<file path="src/rtl/rbzero_vec_loader_if.sv">
`default_nettype none
// ============================================================================
// Module      : rbzero_vec_loader_if
// Description : SPI pins, commit strobe and view-vector outputs of the loader.
// Revision    : 1.0 - initial release
// ============================================================================
interface rbzero_vec_loader_if #(
  parameter int W = 16
);
  logic         i_sclk;
  logic         i_mosi;
  logic         i_ss_n;
  logic         i_commit;
  logic [W-1:0] o_pos_x;
  logic [W-1:0] o_pos_y;
  logic [W-1:0] o_fac_x;
  logic [W-1:0] o_fac_y;
  logic [W-1:0] o_vp_x;
  logic [W-1:0] o_vp_y;
  logic [2:0]   o_pending;
  logic         o_busy;
  logic         o_err;

  modport slave (
    input  i_sclk, i_mosi, i_ss_n, i_commit,
    output o_pos_x, o_pos_y, o_fac_x, o_fac_y, o_vp_x, o_vp_y,
    output o_pending, o_busy, o_err
  );

  modport master (
    output i_sclk, i_mosi, i_ss_n, i_commit,
    input  o_pos_x, o_pos_y, o_fac_x, o_fac_y, o_vp_x, o_vp_y,
    input  o_pending, o_busy, o_err
  );
endinterface
`default_nettype wire

</file>
<file path="src/rtl/rbzero_vec_loader.sv">
`default_nettype none
// ============================================================================
// Module      : rbzero_vec_loader
// Description : SPI-loaded shadow registers for the view vectors, committed
//               atomically to the tracer on the vblank pulse.
// Revision    : 1.0 - initial release
// ============================================================================
module rbzero_vec_loader #(
  parameter int           W        = 16,
  parameter logic [W-1:0] POSX_RST = 16'h0B00,
  parameter logic [W-1:0] POSY_RST = 16'h0B00,
  parameter logic [W-1:0] FACX_RST = 16'h0000,
  parameter logic [W-1:0] FACY_RST = 16'h0100,
  parameter logic [W-1:0] VPX_RST  = 16'h0080,
  parameter logic [W-1:0] VPY_RST  = 16'h0000
) (
  input wire logic                clk,
  input wire logic                rst_n,
  rbzero_vec_loader_if.slave      bus
);
  localparam int           C_FRAME_BITS = 2 + 2 * W;
  localparam int           C_CW         = $clog2(C_FRAME_BITS + 2);
  localparam logic [C_CW-1:0] C_CNT_FULL = C_CW'(C_FRAME_BITS);
  localparam logic [C_CW-1:0] C_CNT_SAT  = C_CW'(C_FRAME_BITS + 1);
  localparam logic [W-1:0] C_RST_X [3] = '{POSX_RST, FACX_RST, VPX_RST};
  localparam logic [W-1:0] C_RST_Y [3] = '{POSY_RST, FACY_RST, VPY_RST};

  logic [2:0]              r_sclk_sync;
  logic [2:0]              r_ss_sync;
  logic [1:0]              r_mosi_sync;
  logic [C_CW-1:0]         r_cnt;
  logic [C_FRAME_BITS-1:0] r_shift;
  logic                    r_end_ok;
  logic                    r_end_bad;
  logic                    r_err;
  logic [2:0]              r_pending;
  logic [W-1:0]            r_live_x [3];
  logic [W-1:0]            r_live_y [3];
  logic [W-1:0]            r_shad_x [3];
  logic [W-1:0]            r_shad_y [3];

  logic       w_sclk_rise;
  logic       w_ss_fall;
  logic       w_ss_rise;
  logic       w_frame_ok;
  logic [1:0] w_cmd;
  logic [2:0] w_stage;
  logic [2:0] w_commit;

  // Edges are taken between the 2nd and 3rd flops so mosi (two flops) is aligned.
  assign w_sclk_rise = r_sclk_sync[1] & ~r_sclk_sync[2];
  assign w_ss_fall   = ~r_ss_sync[1] & r_ss_sync[2];
  assign w_ss_rise   = r_ss_sync[1] & ~r_ss_sync[2];
  assign w_cmd       = r_shift[C_FRAME_BITS-1 -: 2];
  assign w_frame_ok  = (r_cnt == C_CNT_FULL) && (w_cmd != 2'b11);

  always_ff @(posedge clk) begin
    if (!rst_n) begin
      r_sclk_sync <= 3'b000;
      r_ss_sync   <= 3'b111;
      r_mosi_sync <= 2'b00;
    end else begin
      r_sclk_sync <= {r_sclk_sync[1:0], bus.i_sclk};
      r_ss_sync   <= {r_ss_sync[1:0], bus.i_ss_n};
      r_mosi_sync <= {r_mosi_sync[0], bus.i_mosi};
    end
  end

  always_ff @(posedge clk) begin
    if (!rst_n) begin
      r_cnt     <= '0;
      r_shift   <= '0;
      r_end_ok  <= 1'b0;
      r_end_bad <= 1'b0;
      r_err     <= 1'b0;
    end else begin
      r_end_ok  <= 1'b0;
      r_end_bad <= 1'b0;
      r_err     <= r_end_bad;
      if (w_ss_fall) begin
        r_cnt   <= '0;
        r_shift <= '0;
      end else if (w_sclk_rise && !r_ss_sync[1]) begin
        r_shift <= {r_shift[C_FRAME_BITS-2:0], r_mosi_sync[1]};
        if (r_cnt != C_CNT_SAT) begin
          r_cnt <= r_cnt + 1'b1;
        end
      end
      // A select toggle with no clocks is neither staged nor flagged.
      if (w_ss_rise) begin
        r_end_ok  <= w_frame_ok;
        r_end_bad <= !w_frame_ok && (r_cnt != '0);
      end
    end
  end

  always_comb begin
    w_stage  = 3'b000;
    w_commit = 3'b000;
    for (int g = 0; g < 3; g++) begin
      w_stage[g]  = r_end_ok && (w_cmd == 2'(g));
      w_commit[g] = bus.i_commit && r_pending[g];
    end
  end

  // Commit reads the old shadow, so a same-cycle stage waits for the next vblank.
  always_ff @(posedge clk) begin
    if (!rst_n) begin
      r_pending <= 3'b000;
      for (int g = 0; g < 3; g++) begin
        r_live_x[g] <= C_RST_X[g];
        r_live_y[g] <= C_RST_Y[g];
        r_shad_x[g] <= C_RST_X[g];
        r_shad_y[g] <= C_RST_Y[g];
      end
    end else begin
      for (int g = 0; g < 3; g++) begin
        if (w_commit[g]) begin
          r_live_x[g] <= r_shad_x[g];
          r_live_y[g] <= r_shad_y[g];
        end
        if (w_stage[g]) begin
          r_shad_x[g]  <= r_shift[2*W-1:W];
          r_shad_y[g]  <= r_shift[W-1:0];
          r_pending[g] <= 1'b1;
        end else if (w_commit[g]) begin
          r_pending[g] <= 1'b0;
        end
      end
    end
  end

  assign bus.o_pos_x   = r_live_x[0];
  assign bus.o_pos_y   = r_live_y[0];
  assign bus.o_fac_x   = r_live_x[1];
  assign bus.o_fac_y   = r_live_y[1];
  assign bus.o_vp_x    = r_live_x[2];
  assign bus.o_vp_y    = r_live_y[2];
  assign bus.o_pending = r_pending;
  assign bus.o_busy    = ~r_ss_sync[1];
  assign bus.o_err     = r_err;
endmodule
`default_nettype wire

</file>
<file path="src/flat_wrapper.sv">
// flat-port wrapper written by rule: the top's interface ports become plain ports
module rbzero_vec_loader_flat 
#(
  parameter int           W        = 16,
  parameter logic [W-1:0] POSX_RST = 16'h0B00,
  parameter logic [W-1:0] POSY_RST = 16'h0B00,
  parameter logic [W-1:0] FACX_RST = 16'h0000,
  parameter logic [W-1:0] FACY_RST = 16'h0100,
  parameter logic [W-1:0] VPX_RST  = 16'h0080,
  parameter logic [W-1:0] VPY_RST  = 16'h0000
)
  (clk, rst_n, bus_i_sclk, bus_i_mosi, bus_i_ss_n, bus_i_commit, bus_o_pos_x, bus_o_pos_y, bus_o_fac_x, bus_o_fac_y, bus_o_vp_x, bus_o_vp_y, bus_o_pending, bus_o_busy, bus_o_err);
  rbzero_vec_loader_if #(.W(W)) bus_i ();
  input wire logic clk;
  input wire logic rst_n;
  input wire logic [$bits(bus_i.i_sclk)-1:0] bus_i_sclk;
  input wire logic [$bits(bus_i.i_mosi)-1:0] bus_i_mosi;
  input wire logic [$bits(bus_i.i_ss_n)-1:0] bus_i_ss_n;
  input wire logic [$bits(bus_i.i_commit)-1:0] bus_i_commit;
  output wire logic [$bits(bus_i.o_pos_x)-1:0] bus_o_pos_x;
  output wire logic [$bits(bus_i.o_pos_y)-1:0] bus_o_pos_y;
  output wire logic [$bits(bus_i.o_fac_x)-1:0] bus_o_fac_x;
  output wire logic [$bits(bus_i.o_fac_y)-1:0] bus_o_fac_y;
  output wire logic [$bits(bus_i.o_vp_x)-1:0] bus_o_vp_x;
  output wire logic [$bits(bus_i.o_vp_y)-1:0] bus_o_vp_y;
  output wire logic [$bits(bus_i.o_pending)-1:0] bus_o_pending;
  output wire logic [$bits(bus_i.o_busy)-1:0] bus_o_busy;
  output wire logic [$bits(bus_i.o_err)-1:0] bus_o_err;
  assign bus_i.i_sclk = bus_i_sclk;
  assign bus_i.i_mosi = bus_i_mosi;
  assign bus_i.i_ss_n = bus_i_ss_n;
  assign bus_i.i_commit = bus_i_commit;
  assign bus_o_pos_x = bus_i.o_pos_x;
  assign bus_o_pos_y = bus_i.o_pos_y;
  assign bus_o_fac_x = bus_i.o_fac_x;
  assign bus_o_fac_y = bus_i.o_fac_y;
  assign bus_o_vp_x = bus_i.o_vp_x;
  assign bus_o_vp_y = bus_i.o_vp_y;
  assign bus_o_pending = bus_i.o_pending;
  assign bus_o_busy = bus_i.o_busy;
  assign bus_o_err = bus_i.o_err;
  rbzero_vec_loader #(.W(W), .POSX_RST(POSX_RST), .POSY_RST(POSY_RST), .FACX_RST(FACX_RST), .FACY_RST(FACY_RST), .VPX_RST(VPX_RST), .VPY_RST(VPY_RST)) u_core (.clk(clk), .rst_n(rst_n), .bus(bus_i));
endmodule
</file>
<file path="config.mk">
export PLATFORM = sky130hd
export DESIGN_NAME = rbzero_vec_loader_flat
export DESIGN_NICKNAME = d
export VERILOG_FILES = /design/src/rtl/rbzero_vec_loader_if.sv /design/src/rtl/rbzero_vec_loader.sv /design/src/flat_wrapper.sv
export SDC_FILE = /design/constraint.sdc
export NUM_CORES = 1
export LEC_CHECK = 0
export ABC_AREA = 0
export CELL_PAD_IN_SITES_DETAIL_PLACEMENT = 1
export CELL_PAD_IN_SITES_GLOBAL_PLACEMENT = 1
export CORE_UTILIZATION = 46
export CTS_CLUSTER_DIAMETER = 120
export DETAILED_ROUTE_END_ITERATION = 8
export HOLD_SLACK_MARGIN = 0.02
export PLACE_DENSITY = 0.76
export SLEW_MARGIN = 10
export SYNTH_ARGS = -nofsm -noshare
export SYNTH_HDL_FRONTEND = slang
export SYNTH_SLANG_ARGS = --single-unit
export TNS_END_PERCENT = 50
</file>
<file path="constraint.sdc">
create_clock -name clk -period 2.58 [get_ports clk]
set_input_delay 0.387 -clock clk [delete_from_list [all_inputs] [get_ports clk]]
set_output_delay 0.387 -clock clk [all_outputs]
set_load 0.02 [all_outputs]
</file>
==> impl_metrics.yaml, run 1 <==
timing:
  fin_crit_sh_pct: 76.6
  final.setup.tns_ns: 0
  setup_viol: 0
  worst_slack_ns: 0.603
  worst_pin_slew_ns: 0.596
  rsz0062_at_grt: "no"
  max_slew_margin_pct: 60.2
  post-route-min-period_ns: 1.98
  fmax_mhz: 506
  maxSlewViolCount: 0
  holdWs_ns: 0.426
  fin_skew_ns: 0.0161
  finalHoldViolCount: 0
yosys:
  synth_area_leaders: "edfxtp_1 67%, dfxtp_1 12%, and2_1 9.1%, nand2_1 3.5%, a21oi_1 2.2%"
  ys.warnings.count: 0
  synth_fp_nets: 590
  yosysTopAreaCellShare_pct: 66.5
  ys_seq_area_share_pct: 79.0
  syn_area_per_cell_sq_um: 14.9
  synth_cells: 581
  yosysTopAreaCell: "edfxtp_1"
  synthesis.area_sq_um: 8660
  synth_cell_types: 30
  yosys_register_bits: 246
drt:
  route.antenna.remaining_nets: 0
  post_drt_wl_per_cell_um: 19.1
  vias_per_cell: 5.00
  totalWireLength_um: 18200
  firstDrtPassIters: 6
  drc: 10
  vias: 4764
  drt_iter0_drc: 309
cells_and_area:
  final_area_sq_um: 10900
  drive_gt1_share_pct: 8.85
  syn2layout_area_growth_pct: 25.6
  nets: 713
  final_cells: 952
  final_common_cell: "edfxtp_1"
  insertedDiodeCount: 0
  nFillCells: 1666
  utilization_pct: 59.8
  most-common-layout-cells: "192 x edfxtp_1, 126 x and2_1, 106 x clkdlybuf4s50_1"
place:
  hpwl_um: 11800
  dp.cells: 906
  dpl_cell_area_sq_um: 10100
  gp_congestion: 0.713
  dp_slack_ns: 0.259
  io_buffers: 106
setup_path:
  critPathRequiredTime_ns: 2.19
  crit_path_start: "u_core.bus.o_pending[1]"
  path_class: "reg2out"
  start_kind: "flip-flop"
  critPathCaptureType: "primary output"
  crit_chain: "clkdlybuf4s50_1"
  cp_slowest_cell: "clkdlybuf4s50_1"
  worstReg2RegEnd: "u_core.r_cnt[2]"
  path_buf_inv: 1
  endpoint: "bus_o_pending[1]"
  crit_arrival_ns: 1.59
  timing.rr.start: "u_core.r_ss_sync[1]"
  crit_path_max_fanout: 4
  r2r_cells: 3
  cpPeakStageDelay_ns: 0.66
  path_depth: 1
  rrSetupSlack_ns: 0.82
  critical_path.top_delay_family: "buffers and inverters"
floorplanning:
  core_area_sq_um: 18200
  start_util_pct: 47.6
  rows: 49
  dieArea_sq_um: 19400
  num_io_pins: 107
  die_width_um: 139
  die_h_um: 139
global_routing:
  antenna_found_initial: 0
  grt_max_degree: 54
  grt_pass1_wl_um: 28500
  grt_util_all_layers_pct: 19.2
  globalRouteOverflowTotal: 0
  grt_pass1_vias: 5097
clocking:
  clk-insertion-delay-late_ns: 0.52
  clk_pin_slew_ns: 0.06
  clkSinkCount: 246
  cts_buffers: 25
  cts.repair_timing.setup_buffer_count: 0
  ctsHoldBuffers: 0
  root_buffer: "clkbuf_16"
  htreeDepth: 1
  ctsResizeCount: 0
  cts_tree: "built"
  clockBufferDepth: 3
power_and_ir_drop:
  p_int_mw: 6.55
  power_mw: 8.22
  p_comb_share_pct: 3.6
  power_switching_mw: 1.67
  clkPwrFrac_pct: 42.6
  pwr-share-seq_pct: 53.8
  power.density_nw_per_um2: 755
  p_leak_nw: 3.80
  swShare_pct: 20.3
  ir_drop_v: 0.000435
run_status:
  violations: "DRC"
  status: "complete, but fails checks"
min_path:
  min_path_type: "reg2reg"
run:
  drv_cap: 0
## cells by family (layout without fill, tap and decap cells)
group	after synthesis	after routing	synth area share, %
buffers and inverters	32	174	1.42
flip-flops	246	246	79.0
adder cells (fa/ha/maj)	3	3	0.433
AO/OA/AOI/OAI	45	45	2.77
multiplexers	3	3	0.347
AND/OR/NAND/NOR	252	252	16.0
## routing by layer
metal  vias up  GRT usage [%]  wire length, um
li1       2264              -                -
met1      2384           22.4             7210
met2        94           36.4             9950
met3        22           2.99              684
met4         0           5.67              348
met5         -              0                0
## how the worst min path moves through the flow
stage | from | to | slack, ns | cells past startpoint
floorplan | u_core.r_ss_sync[0] | u_core.r_ss_sync[1] | 0.39 | 1
global placement | u_core.r_ss_sync[0] | u_core.r_ss_sync[1] | 0.39 | 1
detailed placement | u_core.r_ss_sync[0] | u_core.r_ss_sync[1] | 0.40 | 1
CTS | bus_i_ss_n | u_core.r_ss_sync[0] | 0.43 | 2
global route | bus_i_ss_n | u_core.r_ss_sync[0] | 0.44 | 2
finish | u_core.r_ss_sync[0] | u_core.r_ss_sync[1] | 0.43 | 1
## power by group through the flow
stage                     combinational [mW]  sequential, mW  clock (mW)
after floorplan                       0.0707            4.56           0
after CTS                              0.305            4.43        3.56
after detailed placement               0.302            4.51           0
after global routing                   0.313            4.43        3.71
after global placement                 0.294            4.50           0
final                                  0.297            4.42        3.50
## registers in the layout, summed over array words and instances (netlist names), 2 cells and up
signal and count:
u_core.r_ss_sync 3, u_core.r_live_x 48, u_core.r_shad_y 48, u_core.r_sclk_sync 3, u_core.r_live_y 48, u_core.r_shad_x 48
u_core.r_cnt 6, u_core.r_shift 34, u_core.r_mosi_sync 2, u_core.bus.o_pending 3
## cells in the mapped netlist
cell type	number
nand2b_1	21
or4_1	2
nor4_1	1
or3b_4	1
ha_1	3
nor2b_1	1
and2_1	126
nand3_1	7
edfxtp_1	192
and3b_1	1
nor4b_1	1
clkbuf_1	26
nand4_1	1
nor3b_2	1
nand2_1	81
o21ai_0	2
dfxtp_1	54
nand3b_1	4
mux2i_1	3
a21boi_0	2
or3_1	1
buf_2	2
a21oi_1	38
inv_1	4
nor2_1	1
nor3b_1	1
o31ai_1	1
and3_1	1
o21a_1	1
o311a_1	1
## area by class of cell
class | count | area (sq um) | area share [%]
clock inverter | 12 | 118 | 1.08
multi-input combinational | 303 | 1720 | 15.8
timing repair buffer | 124 | 1220 | 11.2
inverter | 4 | 15.0 | 0.138
sequential | 246 | 6850 | 62.9
tap | 229 | 287 | 2.63
clock buffer | 34 | 679 | 6.24
No activity file was read; power rests on OpenSTA's default activity.
==> run 2, diff against run 1 <==
CORE_UTILIZATION = 41   (was 46)
PLACE_DENSITY = 0.72   (was 0.76)
clock period = 1.7 ns   (was 2.58 ns; I/O delays follow)
==> run 2 against run 1 <==
The run now ends clean. Sequential power is 52% higher. Hold slack worse by 0.11 ns. Final area is 1.5% higher. Critical path type unchanged. Largest power group unchanged.
==> impl_metrics.yaml, run 2 (synthesized netlist as in run 1, its figures left out) <==
clocking:
  clkSinkCount: 246
  clk_pin_slew_ns: 0.06
  htreeDepth: 1
  cts_tree: "built"
  ctsHoldBuffers: 0
  cts.repair_timing.setup_buffer_count: 0
  clockBufferDepth: 3
  clk-insertion-delay-late_ns: 0.50
  root_buffer: "clkbuf_16"
  cts_buffers: 25
cells_and_area:
  final_cells: 998
  insertedDiodeCount: 0
  nFillCells: 2018
  syn2layout_area_growth_pct: 27.5
  most-common-layout-cells: "192 x edfxtp_1, 126 x and2_1, 81 x dlygate4sd2_1"
  nets: 720
  final_common_cell: "edfxtp_1"
  drive_gt1_share_pct: 8.93
min_path:
  whs_path_depth: 2
  min_path_type: "in2reg"
power_and_ir_drop:
  ir_drop_v: 0.000624
  p_leak_nw: 4.28
  power_mw: 12.4
  power.density_nw_per_um2: 1120
setup_path:
  start_kind: "flip-flop"
  critPathRequiredTime_ns: 1.44
  crit_arrival_ns: 1.30
  cp_slowest_cell: "edfxtp_1"
  crit_chain: "dlygate4sd2_1"
  crit_path_max_fanout: 1
  r2r_cells: 3
  cpPeakStageDelay_ns: 0.44
  path_class: "reg2out"
  path_buf_inv: 1
  critPathCaptureType: "primary output"
  critical_path.top_delay_family: "flip-flops"
  rrSetupSlack_ns: 0.18
  path_depth: 1
drt:
  firstDrtPassIters: 4
  vias: 4782
  post_drt_wl_per_cell_um: 17.9
  totalWireLength_um: 17900
  drt_iter0_drc: 180
  vias_per_cell: 4.79
  drc: 0
  route.antenna.remaining_nets: 0
timing:
  finalHoldViolCount: 0
  final.setup.tns_ns: 0
  max_slew_margin_pct: 67.3
  worst_pin_slew_ns: 0.483
  worst_slack_ns: 0.147
  fmax_mhz: 644
  fin_crit_sh_pct: 91.4
  holdWs_ns: 0.314
  setup_viol: 0
  post-route-min-period_ns: 1.55
  maxSlewViolCount: 0
  fin_skew_ns: 0.00948
  rsz0062_at_grt: "no"
global_routing:
  top_usage_layer: "met2"
  grtUsageMet2_pct: 31.6
  grt_util_all_layers_pct: 16.9
  globalRouteOverflowTotal: 0
  grt_use_met3_pct: 2.75
  grt_pass1_vias: 5279
  grt_pass1_wl_um: 28500
  gr-usage-met1_pct: 19.8
  grt_max_degree: 72
  antenna_found_initial: 0
floorplanning:
  num_io_pins: 107
  start_util_pct: 42.3
  die_h_um: 147
  core_area_sq_um: 20500
  rows: 52
  die_width_um: 147
  dieArea_sq_um: 21700
place:
  gp_congestion: 0.718
  dp_slack_ns: -0.0600
  io_buffers: 106
  hpwl_um: 12100
  dp.cells: 954
run_status:
  status: "finished clean"
run:
  drv_cap: 0
[run 2: where the power goes]
part	leakage (nW)	total [mW]	switching [mW]	internal [mW]
logic	1.60	0.448	0.284	0.163
registers	2.31	6.71	0.0587	6.65
clock network	0.373	5.26	2.11	3.15
[run 2: final timing paths]
path                          startpoint             endpoint
setup reg to reg     u_core.r_ss_sync[1]      u_core.r_cnt[5]
hold reg to reg      u_core.r_ss_sync[0]  u_core.r_ss_sync[1]
setup / recovery  u_core.r_live_y[0][15]      bus_o_pos_y[15]
hold / removal                bus_i_ss_n  u_core.r_ss_sync[0]
[run 2: cell type report]
class,instances,area [sq um],share of cell area [%]
sequential,246,6850,62.0
clock inverter,11,125,1.13
tap,270,338,3.06
inverter,4,15.0,0.136
multi-input combinational,303,1720,15.6
timing repair buffer,131,1350,12.2
clock buffer,33,656,5.94
[run 2: layer usage]
metal  vias up  wire (um)
met3        27        716
met1      2393       7170
met2        90       9660
li1       2272          -
met5         -          0
met4         0        361
[run 2: what timing repair did]
action	4_1_cts	5_1_grt
resized for setup	82	20
hold endpoints to repair	0	0
endpoints found under the setup margin	81	20
gates cloned	0	0
[run 2: per-stage QoR]
step / cell area [sq um] / util (%)
after global placement: 10300 / 50.3
after floorplan: 8670 / -
after CTS: 11000 / 53.7
final: 11000 / 53.9
after detailed placement: 10300 / 50.3
after global routing: 11000 / 53.9
==> RTL edit 1, RTL diff (config.mk and constraints of run 1) <==
Make the reset (`rst_n`) asynchronous in 3 clocked blocks.
--- a/src/rtl/rbzero_vec_loader.sv
+++ b/src/rtl/rbzero_vec_loader.sv
@@ -54,7 +54,7 @@
   assign w_cmd       = r_shift[C_FRAME_BITS-1 -: 2];
   assign w_frame_ok  = (r_cnt == C_CNT_FULL) && (w_cmd != 2'b11);
 
-  always_ff @(posedge clk) begin
+  always_ff @(posedge clk or negedge rst_n) begin
     if (!rst_n) begin
       r_sclk_sync <= 3'b000;
       r_ss_sync   <= 3'b111;
@@ -66,7 +66,7 @@
     end
   end
 
-  always_ff @(posedge clk) begin
+  always_ff @(posedge clk or negedge rst_n) begin
     if (!rst_n) begin
       r_cnt     <= '0;
       r_shift   <= '0;
@@ -104,7 +104,7 @@
   end
 
   // Commit reads the old shadow, so a same-cycle stage waits for the next vblank.
-  always_ff @(posedge clk) begin
+  always_ff @(posedge clk or negedge rst_n) begin
     if (!rst_n) begin
       r_pending <= 3'b000;
       for (int g = 0; g < 3; g++) begin
Function: differs if rst_n is asserted again (counterexample within 4 cycles, from zero or initial values and one cycle with rst_n low); with rst_n held inactive, the same outputs for 10 cycles.
==> RTL edit 1 against run 1 <==
Count of clock-buffer cells in the layout grew 8. Power is 5.5% lower. Sequential cell count is the same. Clock skew decreased by 0.0059 ns. Highest routed layer unchanged. Routed wire length up 15%. Cell area rose by 6.5%. Sequential power decreased by 12%. Area after synthesis increased by 6.6%. Setup slack worse by 0.24 ns.
==> RTL edit 1: results (changes against run 1) <==
Outcome
  • Status: finished, final reports clean (was complete, but fails checks)

Place
  • Placed Cells: 981 (was 906)
  • DP Wirelength: 13380 um (was 11840 um)
  • Placer Congestion: 0.7408 (was 0.7125)

Routing
  • Post-Route WL: 20920 um (was 18190 um)
  • Starting DRT DRC Count: 241 (was 309)
  • Wire per inst: 20.31 um (was 19.11 um)
  • DRT Pass-1 Iters: 4 (was 6)

Synth
  • Post-synthesis adder-cell area fraction: 0.4066% (was 0.4332%)
  • Async SR Flop Fraction: 100.0% (was 0%)
  • Post-synth top cells: 227 x dfrtp_1, 192 x mux2_1, 78 x nand2_1, 36 x a21oi_1, 19 x dfstp_2 (was 192 x edfxtp_1, 126 x and2_1, 81 x nand2_1, 54 x dfxtp_1, 38 x a21oi_1)
  • Syn_nets: 629 (was 590)
  • Library cells used by synthesis: 31 (was 30)
  • Compound-Gate Fraction of Synth Area: 2.588% (was 2.773%)
  • Count leader, synth: dfrtp_1 (was edfxtp_1)
  • Synth area leaders: dfrtp_1 62%, mux2_1 23%, dfstp_2 5.4%, nand2_1 3.2%, a21oi_1 2.0% (was edfxtp_1 67%, dfxtp_1 12%, and2_1 9.1%, nand2_1 3.5%, a21oi_1 2.2%)
  • Seq/Total Area, Yosys: 66.93% (was 79.02%)
  • Cell count after synthesis: 620 (was 581)

Pwr
  • Leakage: 5.760 nW (was 3.795 nW)
  • Switching Share: 20.66% (was 20.34%)
  • Peak supply drop: 0.4475 mV (was 0.4351 mV)
  • Clock share of power: 47.7% (was 42.6%)

Worst setup path
  • CP peak stage delay: 0.62 ns (was 0.66 ns)
  • Arrival time worst endpoint: 1.83 ns (was 1.59 ns)
  • Critical path fanouts, max: 7 (was 4)

Final layout
  • Net count, final: 754 (was 713)
  • Share of cells above drive strength 1: 10.98% (was 8.852%)

Clock tree
  • Total CTS buffers: 26 (was 25)
  • Cts hold-fix bufs: 1 (was 0)
  • # resized after CTS: 0 (unchanged)
  • Clock-pin slew on the worst setup and hold paths: 0.06 ns (about the same)

GRT
  • Number of global-route vias before repair: 6317 (was 5097)
  • M1 GR Usage: 28.20% (was 22.37%)
  • Grt met3 use: 2.899% (was 2.994%)
  • Pin count of the biggest net entering global routing: 70 (was 54)
  • Met2 Track Usage GR: 40.09% (was 36.37%)

Hold path
  • Class of the worst hold path: input pin to register (was register to register)

STA
  • Worst Tran Pin Value: 0.5693 ns (was 0.5958 ns)
  • Clock skew: 0.01020 ns (was 0.01606 ns)
[RTL edit 1: cell count changes in the layout (fill, tap and decap cells not counted), moves of 4 or more]
| cell | before | now |
|---|---|---|
| dfxtp_1 | 54 | 0 |
| dfrtp_1 | 0 | 227 |
| clkbuf_1 | 7 | 11 |
| edfxtp_1 | 192 | 0 |
| mux2_1 | 0 | 192 |
| nand2b_1 | 20 | 1 |
| and2_1 | 126 | 0 |
| nand3_1 | 7 | 2 |
| dfstp_2 | 0 | 19 |
[RTL edit 1: worst reg2reg max path, stage by stage, from the launching register on]
cell and delay (ns):
dfstp_2 0.41, or3b_2 0.73, or4_1 0.64, a21oi_1 0.20
[RTL edit 1: area by class of cell]
type	instances	area (sq um)
Sequential cell	246	6180
Clock buffer	42	772.0
Tap cell	265	331.6
Inverter	6	22.52
Fill cell	1871	7998
Multi-Input combinational cell	339	2934
Timing Repair Buffer	126	1269
Clock inverter	6	83.83
[RTL edit 1: worst paths after layout]
| kind | start | end | slack [ns] | cells after the start |
|---|---|---|---|---|
| hold reg to reg | u_core.r_mosi_sync[0] | u_core.r_mosi_sync[1] | 0.35 | 0 |
| setup / recovery | u_core.r_ss_sync[1] | bus_o_busy | 0.37 | 2 |
| hold / removal | bus_i_ss_n | u_core.r_ss_sync[0] | 0.29 | 1 |
| max in group asynchronous | rst_n | u_core.bus.o_pos_y[9] | 1.27 | 3 |
| min in group asynchronous | rst_n | u_core.bus.o_fac_y[10] | 0.44 | 2 |
| setup reg to reg | u_core.r_ss_sync[1] | u_core.r_cnt[5] | 0.52 | 3 |
[RTL edit 1: power groups by stage]
stage	logic [mW]	clock network (mW)	registers, mW
floorplan	0.0427	0	3.96
global placement	0.162	0	3.96
detailed placement	0.172	0	3.96
CTS	0.176	3.79	3.89
global route	0.193	3.93	3.89
finish	0.168	3.71	3.89
[RTL edit 1: metal layers]
| metal | up-vias | wire length (um) |
|---|---|---|
| met3 | 29 | 602 |
| met5 | - | 0 |
| met4 | 0 | 316 |
| met1 | 2920 | 8953 |
| li1 | 2390 | - |
| met2 | 96 | 11050 |
[RTL edit 1: metrics by stage]
stage	hold slack, ns	instance area [sq um]	setup WS, ns
floorplan	0.09141	9233	1.120
global placement	0.3377	10730	0.5971
detailed placement	0.3409	10730	0.5326
CTS	0.2796	11590	0.3527
global route	0.2991	11590	0.2909
finish	0.2871	11590	0.3663
[RTL edit 1: kinds of logic after synthesis]
kind of cell               Yosys count
AOI/OAI and AO/OA                   45
adders and majority gates            3
muxes                              195
DFF                                246
buffers and inverters               35
and+or+nand+nor                     96
==> RTL edit 2, RTL diff (settings of run 1) <==
Without the edit above. `W` is set to 16 in 3 places; all go to 64.
--- a/src/rtl/rbzero_vec_loader_if.sv
+++ b/src/rtl/rbzero_vec_loader_if.sv
@@ -5,7 +5,7 @@
 // Revision    : 1.0 - initial release
 // ============================================================================
 interface rbzero_vec_loader_if #(
-  parameter int W = 16
+  parameter int W = 64
 );
   logic         i_sclk;
   logic         i_mosi;
--- a/src/rtl/rbzero_vec_loader.sv
+++ b/src/rtl/rbzero_vec_loader.sv
@@ -6,7 +6,7 @@
 // Revision    : 1.0 - initial release
 // ============================================================================
 module rbzero_vec_loader #(
-  parameter int           W        = 16,
+  parameter int           W        = 64,
   parameter logic [W-1:0] POSX_RST = 16'h0B00,
   parameter logic [W-1:0] POSY_RST = 16'h0B00,
   parameter logic [W-1:0] FACX_RST = 16'h0000,
--- a/src/flat_wrapper.sv
+++ b/src/flat_wrapper.sv
@@ -1,7 +1,7 @@
 // flat-port wrapper written by rule: the top's interface ports become plain ports
 module rbzero_vec_loader_flat 
 #(
-  parameter int           W        = 16,
+  parameter int           W        = 64,
   parameter logic [W-1:0] POSX_RST = 16'h0B00,
   parameter logic [W-1:0] POSY_RST = 16'h0B00,
   parameter logic [W-1:0] FACX_RST = 16'h0000,
Ports: changed (6 resized); port bits go from 107 to 395. The function was not compared with the original's and may differ.
==> RTL edit 2 against run 1 <==
Power grew to 3.8 times the old value. Critical path depth increased by 1. Synthesized cell count rose to 3.5 times the old value. Area after synthesis rose to 3.7 times the old value. Routed wire length grew to 4.3 times the old value. Core utilization decreased by 0.87 points. Cell area rose to 3.7 times the old value. Setup slack worse by 0.36 ns. Sequential cell count rose by 674. Final cell count increased to 3.6 times the old value. Die area rose to 3.6 times the old value. Highest routed layer unchanged.
==> RTL edit 2: results (changes against run 1) <==
Place
  • Placed Cells: 3283 (was 906)
  • DP Area: 0.03744 sq mm (was 0.01009 sq mm)
  • Setup WS pre-CTS: 0.4030 ns (was 0.2587 ns)
  • Placer Congestion: 0.7998 (was 0.7125)

Synth
  • Synth area leaders: edfxtp_1 72%, and2_1 10%, dfxtp_1 9.5%, nand2_1 3.2%, a21oi_1 2.1% (was edfxtp_1 67%, dfxtp_1 12%, and2_1 9.1%, nand2_1 3.5%, a21oi_1 2.2%)
  • Syn avg cell area: 15.83 sq um (was 14.91 sq um)
  • Mux cell area share after synthesis: 0.09408% (was 0.3466%)
  • Post-synth top cells: 768 x edfxtp_1, 510 x and2_1, 274 x nand2_1, 152 x dfxtp_1, 135 x a21oi_1 (was 192 x edfxtp_1, 126 x and2_1, 81 x nand2_1, 54 x dfxtp_1, 38 x a21oi_1)
  • Syn_nets: 2025 (was 590)
  • Post-synthesis adder-cell area fraction: 0.1176% (was 0.4332%)
  • Post-synth EDFFs: 768 (was 192)
  • Seq/Total Area, Yosys: 81.79% (was 79.02%)
  • Synth top area share: 72.25% (was 66.54%)

Outcome
  • Status: finished, final reports clean (was complete, but fails checks)

Pwr
  • Peak supply drop: 0.6507 mV (was 0.4351 mV)
  • Sequential group power: 16.7 mW (was 4.42 mW)

Worst setup path
  • Crit-path slowest cell: dfxtp_1 (was clkdlybuf4s50_1)
  • Critical path fanouts, max: 12 (was 4)

Final layout
  • Finished Layout Cells: 3456 (was 952)
  • Net count, final: 2456 (was 713)

GRT
  • First-pass GRT wire length: 115500 um (was 28540 um)
  • Number of global-route vias before repair: 18890 (was 5097)

Hold path
  • Class of the worst hold path: input pin to register (was register to register)

STA
  • Tcrit/Tclk final: 90.51% (was 76.62%)

Routing
  • Post-Route WL: 77710 um (was 18190 um)
## RTL edit 2: routing by layer
layer / track usage, % / share of wire, % / up-vias / routed length [um]
li1: - / - / 7901 / -
met1: 26.60 / 39 / 8829 / 30610
met2: 38.40 / 51 / 501 / 39550
met3: 6.073 / 7.7 / 101 / 5976
met4: 6.187 / 2.0 / 0 / 1579
met5: 0 / 0 / - / 0
## RTL edit 2: layout make-up
class,count,area [sq um],share of cell area (%)
clock inverters,36,331.6,0.8208
well taps,931,1165,2.884
flip-flops and latches,920,26110,64.62
repair buffers,440,4647,11.50
inverters,7,26.28,0.06504
multi-input cells,985,5497,13.61
clock buffers,137,2626,6.501
## RTL edit 2: final timing paths
| check | endpoint | cells past startpoint |
|---|---|---|
| min reg2reg | u_core.r_ss_sync[1] | 1 |
| max | bus_o_busy | 2 |
| max reg2reg | u_core.r_shift[30] | 4 |
| min | u_core.bus.o_pending[2] | 2 |
